`config.mk`:
```
export PLATFORM = sky130hd
export DESIGN_NAME = object_scheduler
export DESIGN_NICKNAME = d
export VERILOG_FILES = /design/src/rtl/object_scheduler.sv
export SDC_FILE = /design/constraint.sdc
export NUM_CORES = 1
export LEC_CHECK = 0
export CORE_MARGIN = 1.5
export CORE_UTILIZATION = 40
export DETAILED_ROUTE_END_ITERATION = 8
export PLACE_DENSITY_LB_ADDON = 0.15
export SLEW_MARGIN = 5
export SYNTH_ARGS = -nofsm -noshare
export SYNTH_HDL_FRONTEND = slang
export SYNTH_SLANG_ARGS = --single-unit
```
`constraint.sdc`:
```
create_clock -name clock -period 1.8 [get_ports clock]
set_clock_uncertainty 0.1 [all_clocks]
set_input_delay 0.36 -clock clock [delete_from_list [all_inputs] [get_ports clock]]
set_output_delay 0.36 -clock clock [all_outputs]
set_load 0.03 [all_outputs]
```
`src/rtl/object_scheduler.sv`:
```
// -----------------------------------------------------------------------------
// object_scheduler
//
// Walks the object buffer once per frame and hands each object to the
// downstream rasterizer through a valid/ready handshake.
//
// A pass runs:
//   CLEAR (rewind cursor) -> FETCH -> PRESENT -> ADVANCE -> FETCH ... -> DONE
// It ends after the object flagged as last, or after SIZE accepted objects if
// no last flag is ever seen.
//
// Every output is a flop. The strobes for a state are decoded from the next
// state, so they are high during the cycle spent in that state. frame_done is
// decoded from the current state, so it appears in the cycle after DONE, while
// the FSM is already back in IDLE. A frame_start that coincides with that pulse
// is therefore treated as an overrun and does not start a pass.
//
// Parameters:
//   SIZE      object buffer capacity; it bounds the objects emitted per pass
//   object_t  object payload type
//
// Ports:
//   clock           single clock, rising edge
//   reset           synchronous, active-low
//   frame_start     one-cycle pulse that starts a pass
//   buf_empty       the buffer holds no objects
//   buf_data        buffer entry at the read cursor (combinational)
//   buf_read_end    the read cursor is at the last written object
//   buf_read        cursor-advance strobe (buffer acts on its rising edge)
//   buf_next_frame  cursor-rewind strobe
//   obj_data        object presented downstream
//   obj_valid       obj_data is valid
//   obj_ready       downstream accepts the object
//   frame_done      one-cycle pulse when a pass completes
//   overrun         sticky: frame_start arrived while the block was busy
//
// Optional feature (macro OBJECT_SCHEDULER_STATS_EN):
//   stat_objects    objects accepted in the last completed pass
//   stat_stall      PRESENT cycles with obj_ready low in the last completed
//                   pass (16 bit, saturating)
// -----------------------------------------------------------------------------
module object_scheduler #(
    parameter int  SIZE     = 50,
    parameter type object_t = logic [31:0]
) (
    input  logic    clock,
    input  logic    reset,
    input  logic    frame_start,
    input  logic    buf_empty,
    input  object_t buf_data,
    input  logic    buf_read_end,
    output logic    buf_read,
    output logic    buf_next_frame,
    output object_t obj_data,
    output logic    obj_valid,
    input  logic    obj_ready,
    output logic    frame_done,
    output logic    overrun
`ifdef OBJECT_SCHEDULER_STATS_EN
    ,
    output logic [$clog2(SIZE):0] stat_objects,
    output logic [15:0]           stat_stall
`endif
);

    localparam int IDX_W = $clog2(SIZE);
    localparam int CNT_W = IDX_W + 1;
    localparam logic [CNT_W-1:0] SIZE_C = CNT_W'(SIZE);

    typedef enum logic [2:0] {
        IDLE,
        CLEAR,
        FETCH,
        PRESENT,
        ADVANCE,
        DONE
    } state_t;

    state_t           state_reg, state_next;
    logic             last_reg, last_next;
    logic [CNT_W-1:0] count_reg, count_next;
    logic             overrun_reg, overrun_next;
    object_t          obj_data_reg, obj_data_next;
    logic             obj_valid_reg, obj_valid_next;
    logic             buf_read_reg, buf_read_next;
    logic             buf_next_frame_reg, buf_next_frame_next;
    logic             frame_done_reg, frame_done_next;

    always_ff @(posedge clock) begin
        if (!reset) begin
            state_reg          <= IDLE;
            last_reg           <= 1'b0;
            count_reg          <= '0;
            overrun_reg        <= 1'b0;
            obj_data_reg       <= '0;
            obj_valid_reg      <= 1'b0;
            buf_read_reg       <= 1'b0;
            buf_next_frame_reg <= 1'b0;
            frame_done_reg     <= 1'b0;
        end else begin
            state_reg          <= state_next;
            last_reg           <= last_next;
            count_reg          <= count_next;
            overrun_reg        <= overrun_next;
            obj_data_reg       <= obj_data_next;
            obj_valid_reg      <= obj_valid_next;
            buf_read_reg       <= buf_read_next;
            buf_next_frame_reg <= buf_next_frame_next;
            frame_done_reg     <= frame_done_next;
        end
    end

    always_comb begin
        state_next    = state_reg;
        last_next     = last_reg;
        count_next    = count_reg;
        overrun_next  = overrun_reg;
        obj_data_next = obj_data_reg;

        case (state_reg)
            IDLE: begin
                if (frame_start) begin
                    // The previous pass is still signalling completion.
                    if (frame_done_reg) begin
                        overrun_next = 1'b1;
                    end else begin
                        state_next = CLEAR;
                    end
                end
            end
            CLEAR: begin
                count_next = '0;
                last_next  = 1'b0;
                state_next = buf_empty ? DONE : FETCH;
            end
            FETCH: begin
                obj_data_next = buf_data;
                last_next     = buf_read_end;
                state_next    = PRESENT;
            end
            PRESENT: begin
                if (obj_valid_reg && obj_ready) begin
                    count_next = count_reg + CNT_W'(1);
                    // Stop after SIZE objects even if no last flag was seen.
                    if (last_reg || (count_next == SIZE_C)) begin
                        state_next = DONE;
                    end else begin
                        state_next = ADVANCE;
                    end
                end
            end
            ADVANCE: state_next = FETCH;
            DONE:    state_next = IDLE;
            default: state_next = IDLE;
        endcase

        // A start request while busy is dropped and only recorded.
        if (frame_start && (state_reg != IDLE)) begin
            overrun_next = 1'b1;
        end

        buf_next_frame_next = (state_next == CLEAR);
        obj_valid_next      = (state_next == PRESENT);
        buf_read_next       = (state_next == ADVANCE);
        frame_done_next     = (state_reg == DONE);
    end

    assign buf_read       = buf_read_reg;
    assign buf_next_frame = buf_next_frame_reg;
    assign obj_data       = obj_data_reg;
    assign obj_valid      = obj_valid_reg;
    assign frame_done     = frame_done_reg;
    assign overrun        = overrun_reg;

`ifdef OBJECT_SCHEDULER_STATS_EN
    logic [CNT_W-1:0] stat_objects_reg;
    logic [15:0]      stat_stall_reg;
    logic [15:0]      stall_cnt_reg;

    always_ff @(posedge clock) begin
        if (!reset) begin
            stat_objects_reg <= '0;
            stat_stall_reg   <= '0;
            stall_cnt_reg    <= '0;
        end else begin
            case (state_reg)
                CLEAR: stall_cnt_reg <= '0;
                PRESENT: begin
                    if (!obj_ready && (stall_cnt_reg != 16'hFFFF)) begin
                        stall_cnt_reg <= stall_cnt_reg + 16'd1;
                    end
                end
                // Published from DONE so the values are visible with frame_done.
                DONE: begin
                    stat_objects_reg <= count_reg;
                    stat_stall_reg   <= stall_cnt_reg;
                end
                default: ;
            endcase
        end
    end

    assign stat_objects = stat_objects_reg;
    assign stat_stall   = stat_stall_reg;
`endif

endmodule

```
# ---- Word-level counts from Yosys, hierarchy flattened
# Cells that the tools add are included.
dict set report word_totals {
  romBits 0
  memories 0
  ramBits 0
  latchBits 0
  word_cells 45
  out_inout_bits 37
  regBits 48
  in_bits 38
}
dict set report op_classes {
  n_mul 0
  div 0
  shifts 0
  reduce_logical 12
  n_addsub 1
  n_lt_le_gt_ge 0
  bitwise 0
  n_mux 13
  eq_ne 10
}
# cell n
set op_table {}
lappend op_table {{$pmux 3 s5} 1}
lappend op_table {{$pmux 7 s2} 1}
lappend op_table {{$mux 3} 4}
lappend op_table {{$reduce_bool 2->1} 5}
lappend op_table {{$eq 3x2->1 const B} 3}
lappend op_table {{$eq 3x3->1 const B} 3}
lappend op_table {{$add 7x1->7 const B} 1}
lappend op_table {{$eq 7x6->1 const B} 1}
lappend op_table {{$mux 7} 1}
lappend op_table {{$eq 3x1->1 const B} 2}
lappend op_table {{$mux 1} 5}
lappend op_table {{$logic_not 3->1} 1}
lappend op_table {{$reduce_and 3->1} 1}
lappend op_table {{$reduce_bool 3->1} 1}
lappend op_table {{$logic_and 1x1->1} 2}
lappend op_table {{$ne 2x2->1 const B} 1}
lappend op_table {{$pmux 1 s2} 1}
lappend op_table {{$reduce_and 2->1} 1}
lappend op_table {{$logic_or 1x1->1} 1}

# ---- Longest topological paths before layout
# Gate-level depths: netlist of run 1.
dict set report depth {
  depth_word 7
  mapped_depth 7
  ltp_nobuf 6
}

# ---- Worst setup path after synthesis of run 1
# Ideal clock, no wire load.
dict set report synth_timing {
  path_type {reg-to-reg}
  start {register state_reg[2]}
  end {register count_reg[2]}
  t_arrival_ns 1.699
  stages_incl_launch_ff 8
  path_buffers 2
  setup_time_ns 0.070
  period_less_slack_ns 1.869
  required_ns 1.630
  slack_ns -0.069
  cell_sequence {dfxtp_1 -> buf_6 -> and3b_2 -> nand3_4 -> and2_4 -> buf_6 -> or4b_1 -> a21boi_1}
}
dict set report synth_between {
  elab_chain_len 3
  elab_cells_between_ends 6
  classes_between {3 x eq/ne; 1 x mux; 2 x reduce/logical}
}
# item line
set synth_lines {}
lappend synth_lines {{start, declared} 79} ;# state_t state_reg, state_next;
lappend synth_lines {{start signal, assigned} 101} ;# state_reg <= state_next;
lappend synth_lines {{$eq 3x2->1 or $eq 3x1->1 (tied branches)} 120} ;# case (state_reg)
lappend synth_lines {{$ne 2x2->1 (no source line) or $reduce_bool 2->1 (tied branches)} n/a}
lappend synth_lines {{$reduce_and 2->1 (no source line)} n/a}
lappend synth_lines {{end signal, assigned} 103} ;# count_reg <= count_next;
lappend synth_lines {{end, declared} 81} ;# logic [CNT_W-1:0] count_reg, count_next;
# Several ways; a longest one is shown, not always the timed one.
# A chain may end at the register's enable or synchronous reset.

# ---- Final worst setup path of run 1
dict set report layout_timing {
  start {register obj_data_reg (netlist bit obj_data[2])}
  end {output obj_data[2] (netlist bit)}
}
# item line
set layout_rtl {}
lappend layout_rtl {{start, declared} 83} ;# object_t obj_data_reg, obj_data_next;
lappend layout_rtl {{start signal, assigned} 105} ;# obj_data_reg <= obj_data_next;
lappend layout_rtl {{end, declared} 54} ;# output object_t obj_data,
# No word-level cell between the ends.

==> metrics.log, run 1 <==
[metrics] reg-to-reg slack, setup: roughly 0.07 ns
[metrics] Yosys cell types: 38
[metrics] synthesized area: just over 2000 sq um
[metrics] Clk network pwr share: 17.5%
[metrics] critical path data arrival time: about 1.3 ns
[metrics] Clk Latency, worst-skew pair: 0.29 ns
[metrics] Core Util, Final: between 60% and 70%
[metrics] data required time at the worst endpoint: about 1.3 ns
[metrics] Worst Max-Slew Pin Slew: between 0.3 and 0.4 ns
[metrics] number of synthesized flops with an enable pin: 0
[metrics] post-CTS clock slew at the launch and capture registers of the worst setup and hold paths: roughly 0.09 ns
[metrics] starting density of the core: between 40 and 50%
[metrics] CP Cell Sequence: clkdlybuf4s50_1
[metrics] Slowest-stage cell, CP: sky130_fd_sc_hd__clkdlybuf4s50_1
[metrics] Post-Layout Cell Count: just under 400
[metrics] run status: completed
[metrics] via count of the first global-routing pass: between 1500 and 2000
[metrics] cell type group with the largest total delay on the critical path: buffers and inverters
[metrics] Hold Violations, Final: 0
[metrics] worst hold-check path type: reg2reg
[metrics] Internal: around 2.2 mW
[metrics] Critical Path Fanout Max: 2
[metrics] combined global-route utilization of all metal layers: a little under a fifth
[metrics] Total Die Area: ~5600 sq um
[metrics] Worst Setup Slack, final: roughly 0.035 ns
[metrics] first-pass GRT wire length: a little under 8000 um
[metrics] final cycle utilization of the critical path: 98.0%
[metrics] largest vdd supply drop: 683 uV
[metrics] combined buffer and inverter count along the critical path: 1
[metrics] Comb pwr share: between 40% and 50%
[metrics] number of max-cap violations: 0
[metrics] largest cells by area after synthesis: sky130_fd_sc_hd__dfxtp_1 (47%), sky130_fd_sc_hd__nand2_1 (13%), sky130_fd_sc_hd__a21boi_0 (12%)
[metrics] number of antenna violations at the first check in global routing: 0
[metrics] gpl congestion: around 0.8
[metrics] instance area at placement: between 2000 and 3000 sq um
[metrics] total power: 3.41 mW
[metrics] post-synthesis net count: about 290
[metrics] most frequent cell after synthesis: sky130_fd_sc_hd__nand2_1
[metrics] depth of the worst register-to-register path: 4
[metrics] flip-flop and latch count after synthesis: 48
[metrics] Antenna Diode Count: 0
[metrics] most used standard cells in the synthesized netlist: sky130_fd_sc_hd__nand2_1 (72), sky130_fd_sc_hd__dfxtp_1 (48), sky130_fd_sc_hd__a21boi_0 (34)
[metrics] Mapped Cells: around 250
[metrics] Fill cells: around 430
[metrics] DRC violations left: 0
[metrics] global-route met2 utilization: between 30% and 40%
[metrics] layout cell share with drive strength beyond 1: a little under a tenth
[metrics] min Tclk post-route: approximately 1.8 ns
[metrics] area share of the leading cell type in the synthesized netlist: around 47%
[metrics] ratio of routed vias to standard cells: a little under 5
[metrics] M3 GR Usage: about 5.9%
[metrics] count of synthesis-stage warnings from yosys: 0
[metrics] number of placement rows: 25
[metrics] CTS Hold Bufs: 0
[metrics] layout overhead on the synthesized area: 48.8%
[metrics] total leakage power: around 1.4 nW
[metrics] placeable core area: roughly 4800 sq um
[metrics] kind of end point of the critical path: output pin
[metrics] deepest clock path buffer count: 2
[metrics] post-detailed-placement half-perimeter wirelength: 3450 um
[metrics] total vias in the final route: about 1900
[metrics] max-slew violation count: 0
[metrics] RSZ-0062 raised after global routing: false
[metrics] clk sinks: 48
[metrics] critical path launch point type: flip-flop
[metrics] R2R Path End: count_reg[2]
[metrics] switching power as a share of total power: about 37%
[metrics] maximum clock rate: 567 MHz
[metrics] pre-CTS worst setup slack: -0.115 ns
[metrics] TritonCTS clock tree: built
[metrics] antenna violation net count after detailed routing: 0
[metrics] share of synthesized flip-flops with an asynchronous set or reset: 0%
[metrics] Avg Inst Size Synth: 8.31 sq um
[metrics] clock root buffer: sky130_fd_sc_hd__clkbuf_8
[metrics] number of levels the H-tree was split into: 2
[metrics] Primary FF master, synth: sky130_fd_sc_hd__dfxtp_1
[metrics] overflow left after global routing: 0
[metrics] most used routing layer in global routing: met2
[metrics] horizontal die dimension: between 70 and 80 um
[metrics] relative max-transition margin: between 70 and 80%
[metrics] Post-CTS Setup Repair Bufs: 0
[metrics] NetSw: 1.26 mW
[metrics] number of cells after detailed placement: just under 400
[metrics] start point of the worst min-delay path: last_reg
[metrics] sink of the worst hold path: buf_read
[metrics] cell area after layout: 3070 sq um
[metrics] met1 GRT Util: between 20% and 30%
[metrics] Sequential Power Share: approximately two fifths
[metrics] buffers added on ports: 74
[metrics] drt pass-1 iters: 4
[metrics] Final nets: around 370
[metrics] total setup violations reported at the end of the flow: 0
[metrics] critical path type: reg2out
[metrics] Total Wirelength: approximately 4800 um
[metrics] R2R Path Start: state_reg[0]
[metrics] number of cells on the worst hold path: 1
[metrics] Iter 0 DRT Violations: 95
[metrics] delay contributed by the slowest stage of the critical path: ~0.68 ns
[metrics] library cell with the largest summed area after synthesis: sky130_fd_sc_hd__dfxtp_1
[metrics] max reg flops: 32
[metrics] chip height: between 70 and 80 um
[metrics] largest net degree at the start of global routing: 34
[metrics] number of buffers created by CTS: 5
[metrics] top-level port count: 75
[metrics] power density relative to cell area: approximately 1100 nW/um^2
[metrics] portion of the post-synthesis area used by sequential elements: ~47%
[metrics] average wire length per cell after detail routing: 12.2 um
[power by group through the flow]
stage                     registers [mW]  logic (mW)  clock network (mW)
after floorplan                     1.68       0.573                   0
after global placement              1.37        1.48                   0
after detailed placement            1.38        1.49                   0
after CTS                           1.36        1.49               0.624
after global routing                1.38        1.59               0.652
final                               1.35        1.46               0.598
[through the flow]
stage          hold slack, ns  TNS (ns)
6_report                0.358         0
5_1_grt                 0.366         0
4_1_cts                 0.358         0
3_5_place_dp            0.343    -0.320
3_3_place_gp            0.347    -0.126
2_1_floorplan           0.322  -0.00562
[layout by cell type (no fill, tap or decap), types with 2 or more instances in the layout]
cell type / instances
sky130_fd_sc_hd__and2_1: 3
sky130_fd_sc_hd__a21boi_1: 2
sky130_fd_sc_hd__buf_4: 15
sky130_fd_sc_hd__o21a_1: 2
sky130_fd_sc_hd__and4b_1: 3
sky130_fd_sc_hd__dfxtp_1: 46
sky130_fd_sc_hd__a21boi_0: 34
sky130_fd_sc_hd__nand3_1: 6
sky130_fd_sc_hd__nand2b_1: 2
sky130_fd_sc_hd__nand2_1: 72
sky130_fd_sc_hd__o21ai_0: 11
sky130_fd_sc_hd__or4b_1: 2
sky130_fd_sc_hd__nor2b_1: 4
sky130_fd_sc_hd__clkbuf_8: 5
sky130_fd_sc_hd__clkdlybuf4s50_1: 56
sky130_fd_sc_hd__a21oi_1: 6
sky130_fd_sc_hd__nor2_1: 15
sky130_fd_sc_hd__nor3_1: 2
sky130_fd_sc_hd__dlymetal6s2s_1: 17
[kinds of logic (layout without fill, tap and decap cells)]
kind of cell	after synthesis	count (layout)	share of synthesized area (%)
xor+xnor	1	1	0.425
buf+inv	17	98	4.01
simple gates	119	119	27.3
compound gates	60	60	20.0
flops	48	48	46.6
mux	1	1	0.486
fa+ha+maj	2	2	1.21
[cell type report]
type	instances	area (sq um)	area share (%)
Multi-Input combinational cell	183	1020	33.3
Sequential cell	48	966	31.5
Timing Repair Buffer	90	915	29.8
Tap cell	67	83.8	2.73
Clock buffer	6	72.6	2.37
Clock inverter	1	5.00	0.163
Inverter	1	3.75	0.122
[how the worst max path moves through the flow]
stage	startpoint	end	slack (ns)	cells after the start
floorplan	state_reg[0]	count_reg[2]	-0.006	6
global placement	obj_ready	count_reg[2]	-0.06	5
detailed placement	obj_ready	count_reg[2]	-0.11	5
CTS	frame_done	frame_done	0.002	1
global route	obj_data[0]	obj_data[0]	0.0006	1
finish	obj_data[2]	obj_data[2]	0.04	1
[layer usage]
layer	vias up	routed length, um
li1	990	-
met1	870	2110
met4	0	82
met2	42	2370
met5	-	0
met3	8	266
[what timing repair did]
action / in CTS / in global routing
resized for setup: 1 / 20
setup endpoints to repair: 1 / 20
cloned: 0 / 0
(Power assumes the default switching activity.)
==> inputs of run 2 (changes only) <==
--- a/config.mk
+++ b/config.mk
@@ -5,7 +5,8 @@
 export SDC_FILE = /design/constraint.sdc
 export NUM_CORES = 1
 export LEC_CHECK = 0
-export CORE_MARGIN = 1.5
+export CAP_MARGIN = 20
+export CORE_MARGIN = 2
 export CORE_UTILIZATION = 40
 export DETAILED_ROUTE_END_ITERATION = 8
 export PLACE_DENSITY_LB_ADDON = 0.15
==> run 2 against run 1 <==
Net effect: global-route usage decreased by 0.18 points; final area is 2.6% higher; die area up 2.7%; critical path type unchanged; critical endpoint is now obj_data[3].
==> metrics.log, run 2 (synthesis gave the netlist of run 1 again) <==
[metrics] run status: completed
[metrics] commonest non-fill, non-tap cells in the layout: sky130_fd_sc_hd__nand2_1 (72), sky130_fd_sc_hd__dfxtp_1 (47), sky130_fd_sc_hd__clkdlybuf4s50_1 (43), sky130_fd_sc_hd__a21boi_0 (34), sky130_fd_sc_hd__dlymetal6s2s_1 (28)
[metrics] critical path data arrival time: 1.31 ns (about the same)
[metrics] Total Wirelength: 4960 um (+2.9%)
[metrics] critical path type: reg2out
[metrics] critical path launch point type: flip-flop
[metrics] placeable core area: 5040 sq um (+4.0%)
[metrics] max-slew violation count: 0 (unchanged)
[metrics] layout cell share with drive strength beyond 1: 9.67% (+0.55 points)
[metrics] Fill cells: 452 (+5.6%)
[metrics] number of levels the H-tree was split into: 2 (unchanged)
[metrics] layout overhead on the synthesized area: 52.6%
[metrics] number of placement rows: 26 (+4.0%)
[metrics] final cycle utilization of the critical path: 98.2% (+0.17 points)
[metrics] depth of the worst register-to-register path: 4 (unchanged)
[metrics] post-detailed-placement half-perimeter wirelength: 3500 um (+1.5%)
[metrics] maximum clock rate: 566 MHz (-0.18%)
[metrics] switching power as a share of total power: 35.8% (-1.2 points)
[metrics] Total Die Area: 5740 sq um (+2.7%)
[metrics] Antenna Diode Count: 0 (unchanged)
[metrics] first-pass GRT wire length: 7960 um (+0.43%)
[metrics] NetSw: 1.28 mW (+1.4%)
[metrics] power density relative to cell area: 1140 nW/um^2 (+2.2%)
[metrics] delay contributed by the slowest stage of the critical path: 0.68 ns (about the same)
[metrics] Clk network pwr share: 21.1% (+3.6 points)
[metrics] Worst Setup Slack, final: 0.0320 ns (-0.00312 ns)
[metrics] ratio of routed vias to standard cells: 4.86 (+0.67%)
[metrics] total vias in the final route: 1947 (+1.9%)
[metrics] number of max-cap violations: 0 (unchanged)
[metrics] number of antenna violations at the first check in global routing: 0 (unchanged)
[metrics] top-level port count: 75 (unchanged)
[metrics] total setup violations reported at the end of the flow: 0 (unchanged)
[metrics] Internal: 2.30 mW (+6.8%)
[metrics] antenna violation net count after detailed routing: 0 (unchanged)
[metrics] largest net degree at the start of global routing: 34 (unchanged)
[metrics] worst hold-check path type: reg2reg
[metrics] Iter 0 DRT Violations: 81 (-15%)
[metrics] post-CTS clock slew at the launch and capture registers of the worst setup and hold paths: 0.09 ns (about the same)
[metrics] max reg flops: 32 (unchanged)
[metrics] relative max-transition margin: 76.5% (-0.14 points)
[metrics] cell type group with the largest total delay on the critical path: buffers and inverters
[metrics] min Tclk post-route: 1.77 ns (+0.00312 ns)
[metrics] starting density of the core: 40.9% (-1.6 points)
[metrics] number of buffers created by CTS: 5 (unchanged)
[metrics] Clk Latency, worst-skew pair: 0.29 ns (about the same)
[metrics] CP Cell Sequence: clkdlybuf4s50_1
[metrics] gpl congestion: 0.813 (-0.74%)
[metrics] leading cell type in the layout, fill and taps excluded: sky130_fd_sc_hd__nand2_1
[metrics] chip height: 75.8 um (+1.3%)
[metrics] clock root buffer: sky130_fd_sc_hd__clkbuf_8
[metrics] drt pass-1 iters: 4 (unchanged)
[metrics] RSZ-0062 raised after global routing: false
[metrics] kind of end point of the critical path: output pin
[metrics] horizontal die dimension: 75.8 um (+1.3%)
[metrics] combined global-route utilization of all metal layers: 18.3% (-0.18 points)
[metrics] CTS Hold Bufs: 0 (unchanged)
[metrics] combined buffer and inverter count along the critical path: 1 (unchanged)
[metrics] Hold Violations, Final: 0 (unchanged)
[metrics] total power: 3.58 mW (+4.8%)
[metrics] largest vdd supply drop: 563 uV (-18%)
[metrics] total leakage power: 1.60 nW (+16%)
[metrics] number of cells on the worst hold path: 2 (+1)
[metrics] overflow left after global routing: 0 (unchanged)
[metrics] data required time at the worst endpoint: 1.34 ns (about the same)
[metrics] Worst Max-Slew Pin Slew: 0.352 ns (+0.00204 ns)
[metrics] Slowest-stage cell, CP: sky130_fd_sc_hd__clkdlybuf4s50_1
[metrics] TritonCTS clock tree: built
[metrics] deepest clock path buffer count: 2 (unchanged)
[metrics] Sequential Power Share: 37.7% (-2.0 points)
[metrics] clk sinks: 48 (unchanged)
[metrics] instance count on the critical path: 1 (unchanged)
[metrics] Critical Path Fanout Max: 2 (unchanged)
[metrics] buffers added on ports: 74 (unchanged)
[metrics] Post-CTS Setup Repair Bufs: 0 (unchanged)
[metrics] via count of the first global-routing pass: 1735 (-4.7%)
[metrics] pre-CTS worst setup slack: -0.113 ns (+0.00199 ns)
[metrics] DRC violations left: 0 (unchanged)
[metrics] Comb pwr share: 41.3% (-1.5 points)
[metrics] average wire length per cell after detail routing: 12.4 um (+1.6%)
[metrics] Final nets: 370 (+0.27%)
run 2: changes by cell type in the layout (fill, tap and decap cells not counted), sizes merged:
cell	before	now
clkdlybuf4s50	56	43
dlymetal6s2s	17	28
dlygate4sd2	1	3
buf	16	17
bufinv	0	1
run 2: worst min-delay path: stages (launching register included):
cell                       delay (ns)
sky130_fd_sc_hd__dfxtp_1         0.31
sky130_fd_sc_hd__nand2_1         0.04
sky130_fd_sc_hd__a21boi_0        0.06
run 2: repair_timing:
item	4_1_cts	5_1_grt
hold endpoints to repair	0	0
gates resized for setup	3	31
gates cloned	0	0
pin swaps	0	0
setup endpoints to repair	3	31
run 2: power by group through the flow:
stage               clock (mW)  combinational, mW  sequential (mW)
finish                   0.754               1.48             1.35
global route             0.827               1.60             1.37
CTS                      0.781               1.51             1.35
detailed placement           0               1.51             1.37
global placement             0               1.50             1.37
floorplan                    0              0.573             1.68
run 2: area by class of cell:
class	instances	area [sq um]	share of cell area (%)
multi-input combinational	183	1040	32.9
tap	70	87.6	2.79
timing repair buffer	91	947	30.1
clock buffer	6	72.6	2.31
clock inverter	2	35.0	1.11
inverter	1	3.75	0.119
sequential	48	962	30.6
run 2: final timing paths:
check                               endpoint  slack [ns]          from
worst max-delay path             obj_data[3]        0.03   obj_data[3]
worst max register to register  count_reg[2]        0.08  state_reg[0]
worst min-delay path            obj_data[22]        0.36  obj_data[22]
worst min register to register  obj_data[22]        0.36  obj_data[22]
run 2: per-stage QoR:
stage	setup TNS [ns]	hold slack (ns)	cell area (sq um)	utilization, %	cells
floorplan	-0.00562	0.322	2070	-	248
global placement	-0.157	0.348	2950	58.5	393
global route	0	0.379	3140	62.4	401
finish	0	0.359	3140	62.4	401
detailed placement	-0.295	0.356	2950	58.5	393
CTS	0	0.367	3060	60.6	401
run 2: metal layers:
layer	up-vias	wire (um)	track usage [%]
met4	0	79	5.26
met2	50	2330	27.1
li1	994	-	-
met5	-	0	0
met1	895	2110	23.1
met3	8	435	9.92
